**src/rtl/tpu_dma_pkg.sv**
```systemverilog
// Shared definitions for the TPU output-store DMA path: FSM state encoding,
// write-control / descriptor field offsets and DMA size codes.
package tpu_dma_pkg;

    typedef enum logic [1:0] {
        ST_IDLE = 2'd0,
        ST_REQ  = 2'd1,
        ST_DATA = 2'd2,
        ST_FIN  = 2'd3
    } store_state_t;

    // write_ctrl_data = {size[2:0], length[31:0], index[31:0]}
    localparam int CTRL_W        = 67;
    localparam int CTRL_IDX_LSB  = 0;
    localparam int CTRL_LEN_LSB  = 32;
    localparam int CTRL_SIZE_LSB = 64;

    // conf_regs = {length[31:0], bram_base[31:0], index[31:0]}
    localparam int CONF_IDX_LSB  = 0;
    localparam int CONF_BASE_LSB = 32;
    localparam int CONF_LEN_LSB  = 64;

    // Platform size code for 32-bit beats
    localparam logic [2:0] DMA_SIZE_32BIT = 3'b001;

    function automatic logic [31:0] burst_min(input logic [31:0] rem,
                                              input logic [31:0] max_b);
        return (rem < max_b) ? rem : max_b;
    endfunction

endpackage

```
**src/rtl/store_skid_fifo.sv**
```systemverilog
// Two-entry FIFO holding prefetched BRAM words ahead of the DMA write channel.
// Push and pop in the same cycle leave the occupancy unchanged.
module store_skid_fifo #(
    parameter int DATA_W = 32
) (
    input  logic              clk,
    input  logic              rst,
    input  logic              push,
    input  logic [DATA_W-1:0] push_data,
    input  logic              pop,
    output logic [DATA_W-1:0] head,
    output logic [1:0]        count
);

    logic [DATA_W-1:0] mem [2];
    logic              wr_ptr;
    logic              rd_ptr;

    // Pointer and occupancy tracking
    always_ff @(posedge clk) begin
        if (rst) begin
            wr_ptr <= 1'b0;
            rd_ptr <= 1'b0;
            count  <= 2'd0;
        end else begin
            if (push) wr_ptr <= ~wr_ptr;
            if (pop)  rd_ptr <= ~rd_ptr;
            case ({push, pop})
                2'b10:   count <= count + 2'd1;
                2'b01:   count <= count - 2'd1;
                default: count <= count;
            endcase
        end
    end

    // Storage write; contents need no reset since occupancy gates their use
    always_ff @(posedge clk) begin
        if (push) mem[wr_ptr] <= push_data;
    end

    assign head = mem[rd_ptr];

endmodule

```
**src/rtl/store_output_dma.sv**
```systemverilog
// DMA store engine: copies a block from the output BRAM to memory as a series
// of write-control requests (at most MAX_BURST beats each) plus data beats.
// A 2-entry prefetch buffer with a bypass for the returning BRAM word keeps
// the write channel at one beat per cycle.
// Optional build macro STORE_OUT_STALL_CNT_EN adds the stall_cnt output.
module store_output_dma
    import tpu_dma_pkg::*;
#(
    parameter int         DMA_DATA_WIDTH = 32,
    parameter int         ADDR_WIDTH     = 5,
    parameter int         MAX_BURST      = 16,
    parameter logic [2:0] DMA_SIZE       = DMA_SIZE_32BIT
) (
    input  logic                      clk,
    input  logic                      rst,
    input  logic                      start,
    input  logic [95:0]               conf_regs,
    output logic                      busy,
    output logic                      rd_en,
    output logic [ADDR_WIDTH-1:0]     rd_addr,
    input  logic [DMA_DATA_WIDTH-1:0] rd_data,
    output logic                      write_ctrl_valid,
    input  logic                      write_ctrl_ready,
    output logic [CTRL_W-1:0]         write_ctrl_data,
    output logic                      write_chnl_valid,
    input  logic                      write_chnl_ready,
    output logic [DMA_DATA_WIDTH-1:0] write_chnl_data,
    output logic                      done
`ifdef STORE_OUT_STALL_CNT_EN
    ,
    output logic [31:0]               stall_cnt
`endif
);

    localparam logic [31:0] MAX_BURST_W = 32'(MAX_BURST);

    store_state_t              state;
    store_state_t              state_nx;
    logic [31:0]               remaining;
    logic [31:0]               cur_index;
    logic [31:0]               burst_len;
    logic [31:0]               burst_left;
    logic [31:0]               rd_issued;
    logic                      rd_vld_p1;
    logic [1:0]                fifo_cnt;
    logic [DMA_DATA_WIDTH-1:0] fifo_head;
    logic                      fifo_push;
    logic                      fifo_pop;
    logic                      start_ok;
    logic                      ctrl_hs;
    logic                      chnl_hs;
    logic                      last_beat;
    logic [31:0]               conf_len;
    logic                      unused_conf;

    assign conf_len    = conf_regs[CONF_LEN_LSB +: 32];
    assign unused_conf = ^conf_regs;

    assign burst_len = burst_min(remaining, MAX_BURST_W);
    assign start_ok  = start && (state == ST_IDLE);
    assign busy      = (state != ST_IDLE);
    assign done      = (state == ST_FIN);

    assign write_ctrl_valid = (state == ST_REQ);
    assign ctrl_hs          = write_ctrl_valid && write_ctrl_ready;

    // Head of buffer, or the word returning from BRAM this cycle when empty
    assign write_chnl_valid = (state == ST_DATA) && ((fifo_cnt != 2'd0) || rd_vld_p1);
    assign chnl_hs          = write_chnl_valid && write_chnl_ready;
    assign write_chnl_data  = !write_chnl_valid ? '0 :
                              (fifo_cnt != 2'd0) ? fifo_head : rd_data;
    assign fifo_pop         = chnl_hs && (fifo_cnt != 2'd0);
    assign fifo_push        = rd_vld_p1 && !(chnl_hs && (fifo_cnt == 2'd0));
    assign last_beat        = chnl_hs && (burst_left == 32'd1);

    assign rd_en = ((state == ST_REQ) || (state == ST_DATA)) &&
                   (({1'b0, fifo_cnt} + {2'b00, rd_vld_p1}) < 3'd2) &&
                   (rd_issued < burst_len);

    // Control request packing; zero whenever no request is offered
    always_comb begin
        write_ctrl_data = '0;
        if (write_ctrl_valid) begin
            write_ctrl_data[CTRL_SIZE_LSB +: 3] = DMA_SIZE;
            write_ctrl_data[CTRL_LEN_LSB +: 32] = burst_len;
            write_ctrl_data[CTRL_IDX_LSB +: 32] = cur_index;
        end
    end

    // Next-state logic
    always_comb begin
        state_nx = state;
        case (state)
            ST_IDLE: if (start) state_nx = (conf_len != 32'd0) ? ST_REQ : ST_FIN;
            ST_REQ:  if (ctrl_hs) state_nx = ST_DATA;
            ST_DATA: if (last_beat) state_nx = ((remaining - burst_len) != 32'd0) ? ST_REQ : ST_FIN;
            ST_FIN:  state_nx = ST_IDLE;
            default: state_nx = ST_IDLE;
        endcase
    end

    // Control state: FSM, read address, read tracking (p0 issue -> p1 return)
    always_ff @(posedge clk) begin
        if (rst) begin
            state     <= ST_IDLE;
            rd_vld_p1 <= 1'b0;
            rd_addr   <= '0;
            rd_issued <= 32'd0;
        end else begin
            state     <= state_nx;
            rd_vld_p1 <= rd_en;
            if (start_ok)
                rd_addr <= conf_regs[CONF_BASE_LSB +: ADDR_WIDTH];
            else if (rd_en)
                rd_addr <= rd_addr + 1'b1;
            if (start_ok || last_beat)
                rd_issued <= 32'd0;
            else if (rd_en)
                rd_issued <= rd_issued + 32'd1;
        end
    end

    // Descriptor bookkeeping; only meaningful while busy so not reset
    always_ff @(posedge clk) begin
        if (start_ok) begin
            remaining <= conf_len;
            cur_index <= conf_regs[CONF_IDX_LSB +: 32];
        end else if (last_beat) begin
            remaining <= remaining - burst_len;
            cur_index <= cur_index + burst_len;
        end
        if (ctrl_hs)
            burst_left <= burst_len;
        else if (chnl_hs)
            burst_left <= burst_left - 32'd1;
    end

    store_skid_fifo #(
        .DATA_W (DMA_DATA_WIDTH)
    ) u_fifo (
        .clk       (clk),
        .rst       (rst),
        .push      (fifo_push),
        .push_data (rd_data),
        .pop       (fifo_pop),
        .head      (fifo_head),
        .count     (fifo_cnt)
    );

`ifdef STORE_OUT_STALL_CNT_EN
    function automatic logic [31:0] sat_inc32(input logic [31:0] v);
        return (&v) ? v : v + 32'd1;
    endfunction

    // Back-pressure counter: cycles a beat was offered but not taken
    always_ff @(posedge clk) begin
        if (rst)
            stall_cnt <= 32'd0;
        else if (start_ok)
            stall_cnt <= 32'd0;
        else if (write_chnl_valid && !write_chnl_ready)
            stall_cnt <= sat_inc32(stall_cnt);
    end
`else
    // Stall counter not built
`endif

endmodule
```
**config.mk**
```make
export PLATFORM = sky130hd
export DESIGN_NAME = store_output_dma
export DESIGN_NICKNAME = d
export VERILOG_FILES = /design/src/rtl/tpu_dma_pkg.sv /design/src/rtl/store_skid_fifo.sv /design/src/rtl/store_output_dma.sv
export SDC_FILE = /design/constraint.sdc
export NUM_CORES = 1
export LEC_CHECK = 0
export BUFFER_PORTS_ARGS = -buffer_cell sky130_fd_sc_hd__buf_2
export CAP_MARGIN = 25
export CORE_ASPECT_RATIO = 1.5
export CORE_UTILIZATION = 57
export DETAILED_ROUTE_END_ITERATION = 7
export GPL_TIMING_DRIVEN = 1
export PLACE_DENSITY = 0.82
export SYNTH_ARGS = -nofsm -noshare
export SYNTH_HDL_FRONTEND = slang
export SYNTH_SLANG_ARGS = --single-unit
```
**constraint.sdc**
```tcl
create_clock -name clk -period 5.6 [get_ports clk]
set_clock_uncertainty 0.2 [all_clocks]
set_input_delay 0.56 -clock clk [delete_from_list [all_inputs] [get_ports clk]]
set_output_delay 0.56 -clock clk [all_outputs]
set_load 0.03 [all_outputs]
```
======== Word-level counts from Yosys, hierarchy flattened ========
Memory sizes are Yosys's and may differ from the RTL's. A register that Yosys moved wholly into a read port is not among the register bits.
Index checks and enable logic that the tools add are counted.
operators by class
  shift operators ......................... 0
  add/sub/neg operators ................... 8
  $mul .................................... 0
  bitwise gates (word level) .............. 2
  eq/ne operators ......................... 9
  multiplexer cells ....................... 23
  div/mod/pow operators ................... 0
  reduce and logical (&&, ||, !) cells .... 26
  order comparisons ....................... 3
operator list
  cell                                                   count
  two-way mux 32 bit                                     9
  two-way mux 65 bit                                     1
  nonzero test 32 bit                                    2
  adder 32 x 1 -> 32 bit (second input constant)         1
  adder 32 bit                                           1
  equality test 32 x 1 -> 1 bit (second input constant)  1
  < comparator 32 bit                                    1
  < comparator 32 x 5 -> 1 bit (second input constant)   1
  subtractor 32 x 1 -> 32 bit (second input constant)    1
  subtractor 32 bit                                      1
  nonzero test 2 bit                                     6
  logical AND 1 bit                                      10
  two-way mux 2 bit                                      5
  two-way mux 5 bit                                      2
  case mux 2 bit (4 select lines)                        1
  equality test 2 bit (second input constant)            3
  adder 5 x 1 -> 5 bit (second input constant)           1
  equality test 2 x 1 -> 1 bit (second input constant)   2
  logical NOT 2 bit                                      2
  two-way mux 1 bit                                      4
  inequality test 2 bit (second input constant)          2
  case mux 2 bit (2 select lines)                        1
  adder 2 x 1 -> 3 bit                                   1
  logical OR 1 bit                                       3
  other kinds (8)                                        9
storage, ports and cells
  latch bits .............................. 0
  bits in registers ....................... 140
  output and inout port bits .............. 109
  memory bits (read-only) ................. 0
  input bits .............................. 133
  word-level logic and storage cells ...... 82
  RAM bits ................................ 64
  memories ................................ 1
memories
  memory      words  bits a word  read ports  clocked after memory_dff  write ports  line                   text
  u_fifo.mem  2      32           1           1                         1            store_skid_fifo.sv:15  logic [DATA_W-1:0] mem [2];

======== Longest topological paths before layout ========
  word-level depth ........................ 9
  mapped depth ............................ 18

======== By module ========
From an unflattened synthesis, not the netlist that was laid out.
unflattened totals
  cells, all modules ...................... 1389
  area total of the unflattened synthesis .. 13026.2 um2
modules (own cells, without submodules)
  module            cells each  instances  area an instance (um2)  seq. area each (um2)
  store_output_dma  1269        1          10523.8                 3683.5
  store_skid_fifo   120         1          2502.4                  2021.9

======== Least setup slack after synthesis ========
OpenSTA, ideal clock, no wires.
  path kind ............................... reg2reg
  start ................................... register remaining[6]
  end ..................................... register cur_index[30], data pin
  path slack .............................. 1.387 ns
  library setup time ...................... 0.268 ns
  data arrival time ....................... 3.745 ns
  cell stages (with the launch flop) ...... 18
  cell sequence ........................... edfxtp_1 > or3_1 > nor4_2 > nand2_2 > inv_2 > clkbuf_1 > clkbuf_1 > nand2_1 > inv_1 > ha_1 > nor2b_1 > o31ai_1 > a211oi_1 > o311ai_1 > a211oi_1 > o211ai_1 > nor3b_1 > o31ai_1
between the ends
  cells in the longest elaborated chain, start to end .. 5
ends and longest elaborated chain
  item                          line                     text
  start, declared               store_output_dma.sv:39   logic [31:0] remaining;
  start signal, assigned        store_output_dma.sv:126  remaining <= conf_len;
  start signal, assigned        store_output_dma.sv:129  remaining <= remaining - burst_len;
  < comparator 32 x 5 -> 1 bit  tpu_dma_pkg.sv:28        return (rem < max_b) ? rem : max_b;
  two-way mux 32 bit (*)        tpu_dma_pkg.sv:28
  adder 32 bit (*)              store_output_dma.sv:130  cur_index <= cur_index + burst_len;
  two-way mux 32 bit (*)        store_output_dma.sv:128  end else if (last_beat) begin
  two-way mux 32 bit (*)        store_output_dma.sv:125  if (start_ok) begin
  end signal, assigned          store_output_dma.sv:127  cur_index <= conf_regs[CONF_IDX_LSB +: 32];
  end signal, assigned          store_output_dma.sv:130
  end, declared                 store_output_dma.sv:40   logic [31:0] cur_index;
Every way passes the cells marked *; elsewhere a longest branch is shown, timed or not. The select of a mux whose other input is x is not followed.
A chain may end at the register's enable or synchronous reset.

======== Worst setup path after layout ========
  start ................................... register remaining[28]
  end ..................................... output rd_en
between the ends
  cells in the longest elaborated chain, start to end .. 4
ends and longest elaborated chain
  item                          line                    text
  < comparator 32 x 5 -> 1 bit  tpu_dma_pkg.sv:28
  two-way mux 32 bit (*)        tpu_dma_pkg.sv:28
  < comparator 32 bit (*)       store_output_dma.sv:78  (rd_issued < burst_len);
  logical AND 1 bit (*)         store_output_dma.sv:77  (({1'b0, fifo_cnt} + {2'b00, rd_vld_p1}) < 3'd2) &&
  end, declared                 store_output_dma.sv:19  output logic rd_en,
Every way passes the cells marked *; elsewhere a longest branch is shown, timed or not.

==> impl_metrics.toml <==
[timing]
fin_tns_setup_ns = 0
hold_viol_final = 0
rsz0062_at_grt = "no"
min_period_over_period = 0.8916
report.final.slew_viol_count = 0
fin_crit_ns = 4.993
fmax_mhz = 200.3
setup_slack_ns = 0.6068
holdWs_ns = 0.07353
worst_pin_slew_ns = 1.053
setup_viol = 0
relSlewSlack = 0.2981

[clock_network]
hold_buffers = 0
cts_sinks = 205
cts_buffers = 21
clk_pin_slew_ns = 0.06
cts_root_buffer = "clkbuf_16"
cts_setup_buffers = 0
tritoncts = "yes"
worst_skew_pair.late_latency_ns = 0.49
ctsLongestPathBuffers = 3
cts-resized-gates = 0
ctsHtreeMaxLevel = 1

[placement]
gp_congestion = 0.8815
place_ws_ns = 0.7701
hpwl_um = 21530
port_buffers = 185
placed_area_mm2 = 0.01388
place_inst = 1776

[drt]
wl_per_cell_um = 16.65
wl_met2_um = 15610
ant_nets = 0
drc = 0
drt_iter0_markers = 678
vias_per_cell = 5.894
wl_um = 30210
firstDrtPassIters = 5
vias = 10697
met1Wirelength_um = 11820
wl_met3_um = 1677
maxUsedRoutingLayer = "met4"

[layout]
multi_input_area_mm2 = 0.006709
final_cells = 1815
design_area_mm2 = 0.01457
nets = 1735
seq_area_mm2 = 0.005707
final_core_util = 0.6706
syn_to_final_growth_pct = 15.49
fill_cells = 1720
drive_gt1_frac = 0.1654

[global_route]
grt_pass1_vias = 10110
grt_first_pass_wirelength_um = 47050
antenna_found_initial = 1
grt_max_degree = 73
grt-ovfl-total = 0
grtUsageTotal = 0.2591

[power]
p_seq_frac = 0.373
switching_share = 0.4077
p_switching_mw = 2.791
power.density_mw_per_mm2 = 470.0
power_frac_comb = 0.428
ir_drop_mv = 0.2897
clockPowerShare = 0.199
p_total_mw = 6.845
p_int_mw = 4.054
leakagePower_nw = 5.708

[setup_path]
critPathKind = "flip-flop to primary output"
worstPathArrival_ns = 4.23
cp-end-kind = "primary output"
start_kind = "flip-flop"
crit_required_ns = 4.84
path_max_fanout = 20

[die]
io-pin-count = 242
initial_core_util = 0.5807
rows = 66
core_area_mm2 = 0.02172
die_y_um = 184.2
die_area_mm2 = 0.02274
die_w_um = 123.5

[yosys]
yosys_register_bits = 205
yosys_warnings = 0
async_reset_ff_frac = 0
synth.area.top_cells = "edfxtp_1 (38%), ha_1 (7.2%), dfxtp_1 (7.1%)"
synth_top_area_share = 0.3810
netlist_area_mm2 = 0.01261
synth_top_area_cell = "edfxtp_1"
seq_area_frac_synth = 0.4524
syn_inst = 1306
ys_types = 67
synth_edf_count = 160
syn_area_per_cell_um2 = 9.657
synth_ff_type = "edfxtp_1"

[min_path]
hp-class = "input pin to flip-flop"

[job]
maxCapViolCount = 0

[status]
status = "complete, no violations"
==> critical path: stages, from the launching register on <==
cell      delay (ns)
edfxtp_1        0.47
nor4_1          0.48
nand3_1         0.26
nor2_2          0.20
nand2_2         0.13
inv_2           0.29
nand2_1         0.23
ha_1            0.24
a221oi_1        0.38
o311ai_1        0.18
o311ai_4        0.32
nand2_2         0.20
inv_2           0.15
buf_2           0.21
==> placed cells by master (no fill, tap or decap), types with 24 or more instances in the layout <==
master and instances:
buf_2 185, edfxtp_1 160, nor2_1 151, nand2_1 111
a21oi_1 92, conb_1 83, ha_1 73, o21ai_0 69
xnor2_1 49, dfxtp_1 44, a211oi_1 43, and2_1 42
xor2_1 36, mux2i_1 33, nor3_1 29, nand3_1 26
inv_1 25, or3_1 24
==> state kept, by name, indices dropped and copies added, names as in the netlist, named ones only <==
signal and flops:
u_fifo.wr_ptr 1, remaining 32, state 2, rd_vld_p1 1
cur_index 32, u_fifo.count 2, rd_addr 5, u_fifo.rd_ptr 1
rd_issued 32, u_fifo.mem 64, burst_left 32
==> power groups by stage <==
stage | logic (mW) | registers, mW | clock network, mW
5_1_grt | 3.22 | 2.60 | 1.44
6_report | 2.93 | 2.55 | 1.36
2_1_floorplan | 2.17 | 2.50 | 0
3_3_place_gp | 2.74 | 2.54 | 0
3_5_place_dp | 2.83 | 2.57 | 0
4_1_cts | 2.86 | 2.55 | 1.38
==> worst paths after layout <==
check                                                start                     endpoint  slack, ns  cells after the start
worst max-delay path               remaining[28]$_DFFE_PP_                        rd_en       0.61                     13
worst min-delay path                           rd_data[26]  u_fifo.mem[1][26]$_DFFE_PP_       0.07                      1
worst max register to register     remaining[28]$_DFFE_PP_      cur_index[30]$_DFFE_PP_       0.68                     16
worst min register to register  rd_issued[31]$_SDFFE_PP0P_   rd_issued[31]$_SDFFE_PP0P_       0.29                      2
==> per-layer routing <==
layer / track usage / up-vias
met3: 0.03125 / 73
met2: 0.4641 / 351
li1: - / 5180
met4: 0.1147 / 0
met1: 0.3055 / 5093
met5: 0 / -
==> cells in the mapped netlist, types with 12 or more instances <==
| cell | n |
|---|---|
| or3_1 | 24 |
| nand4_1 | 23 |
| nor2_1 | 153 |
| or4_1 | 16 |
| nand2_1 | 113 |
| o31ai_1 | 12 |
| a21oi_1 | 92 |
| edfxtp_1 | 160 |
| and2_1 | 43 |
| dfxtp_1 | 45 |
| xor2_1 | 36 |
| a21o_1 | 13 |
| inv_1 | 25 |
| nor4_1 | 23 |
| clkbuf_1 | 42 |
| buf_4 | 30 |
| xnor2_1 | 49 |
| mux2i_1 | 33 |
| nand3_1 | 26 |
| a211oi_1 | 43 |
| nor3_1 | 29 |
| o21ai_0 | 69 |
| ha_1 | 73 |
==> cell type report <==
| class | count | area share |
|---|---|---|
| Clock buffer | 24 | 0.03685 |
| Clock inverter | 13 | 0.007989 |
| Tap cell | 272 | 0.02337 |
| Inverter | 28 | 0.007216 |
| Multi-Input combinational cell | 1075 | 0.4606 |
| Antenna cell | 1 | 0.0001718 |
| Sequential cell | 205 | 0.3918 |
| Timing Repair Buffer | 197 | 0.07199 |
==> kinds of logic (layout without fill, tap and decap cells) <==
kind of cell	count (synthesis)	in the layout	share of synthesized area
AND/OR/NAND/NOR	509	509	0.2024
AO/OA/AOI/OAI	291	291	0.1444
flip-flops	205	205	0.4524
buffers and inverters	107	262	0.04097
XOR/XNOR	85	85	0.05903
adder cells (fa/ha/maj)	74	74	0.07401
multiplexers	33	33	0.02619
other	2	84	0.0005955
Note: power is estimated with default switching activity, not from simulation.
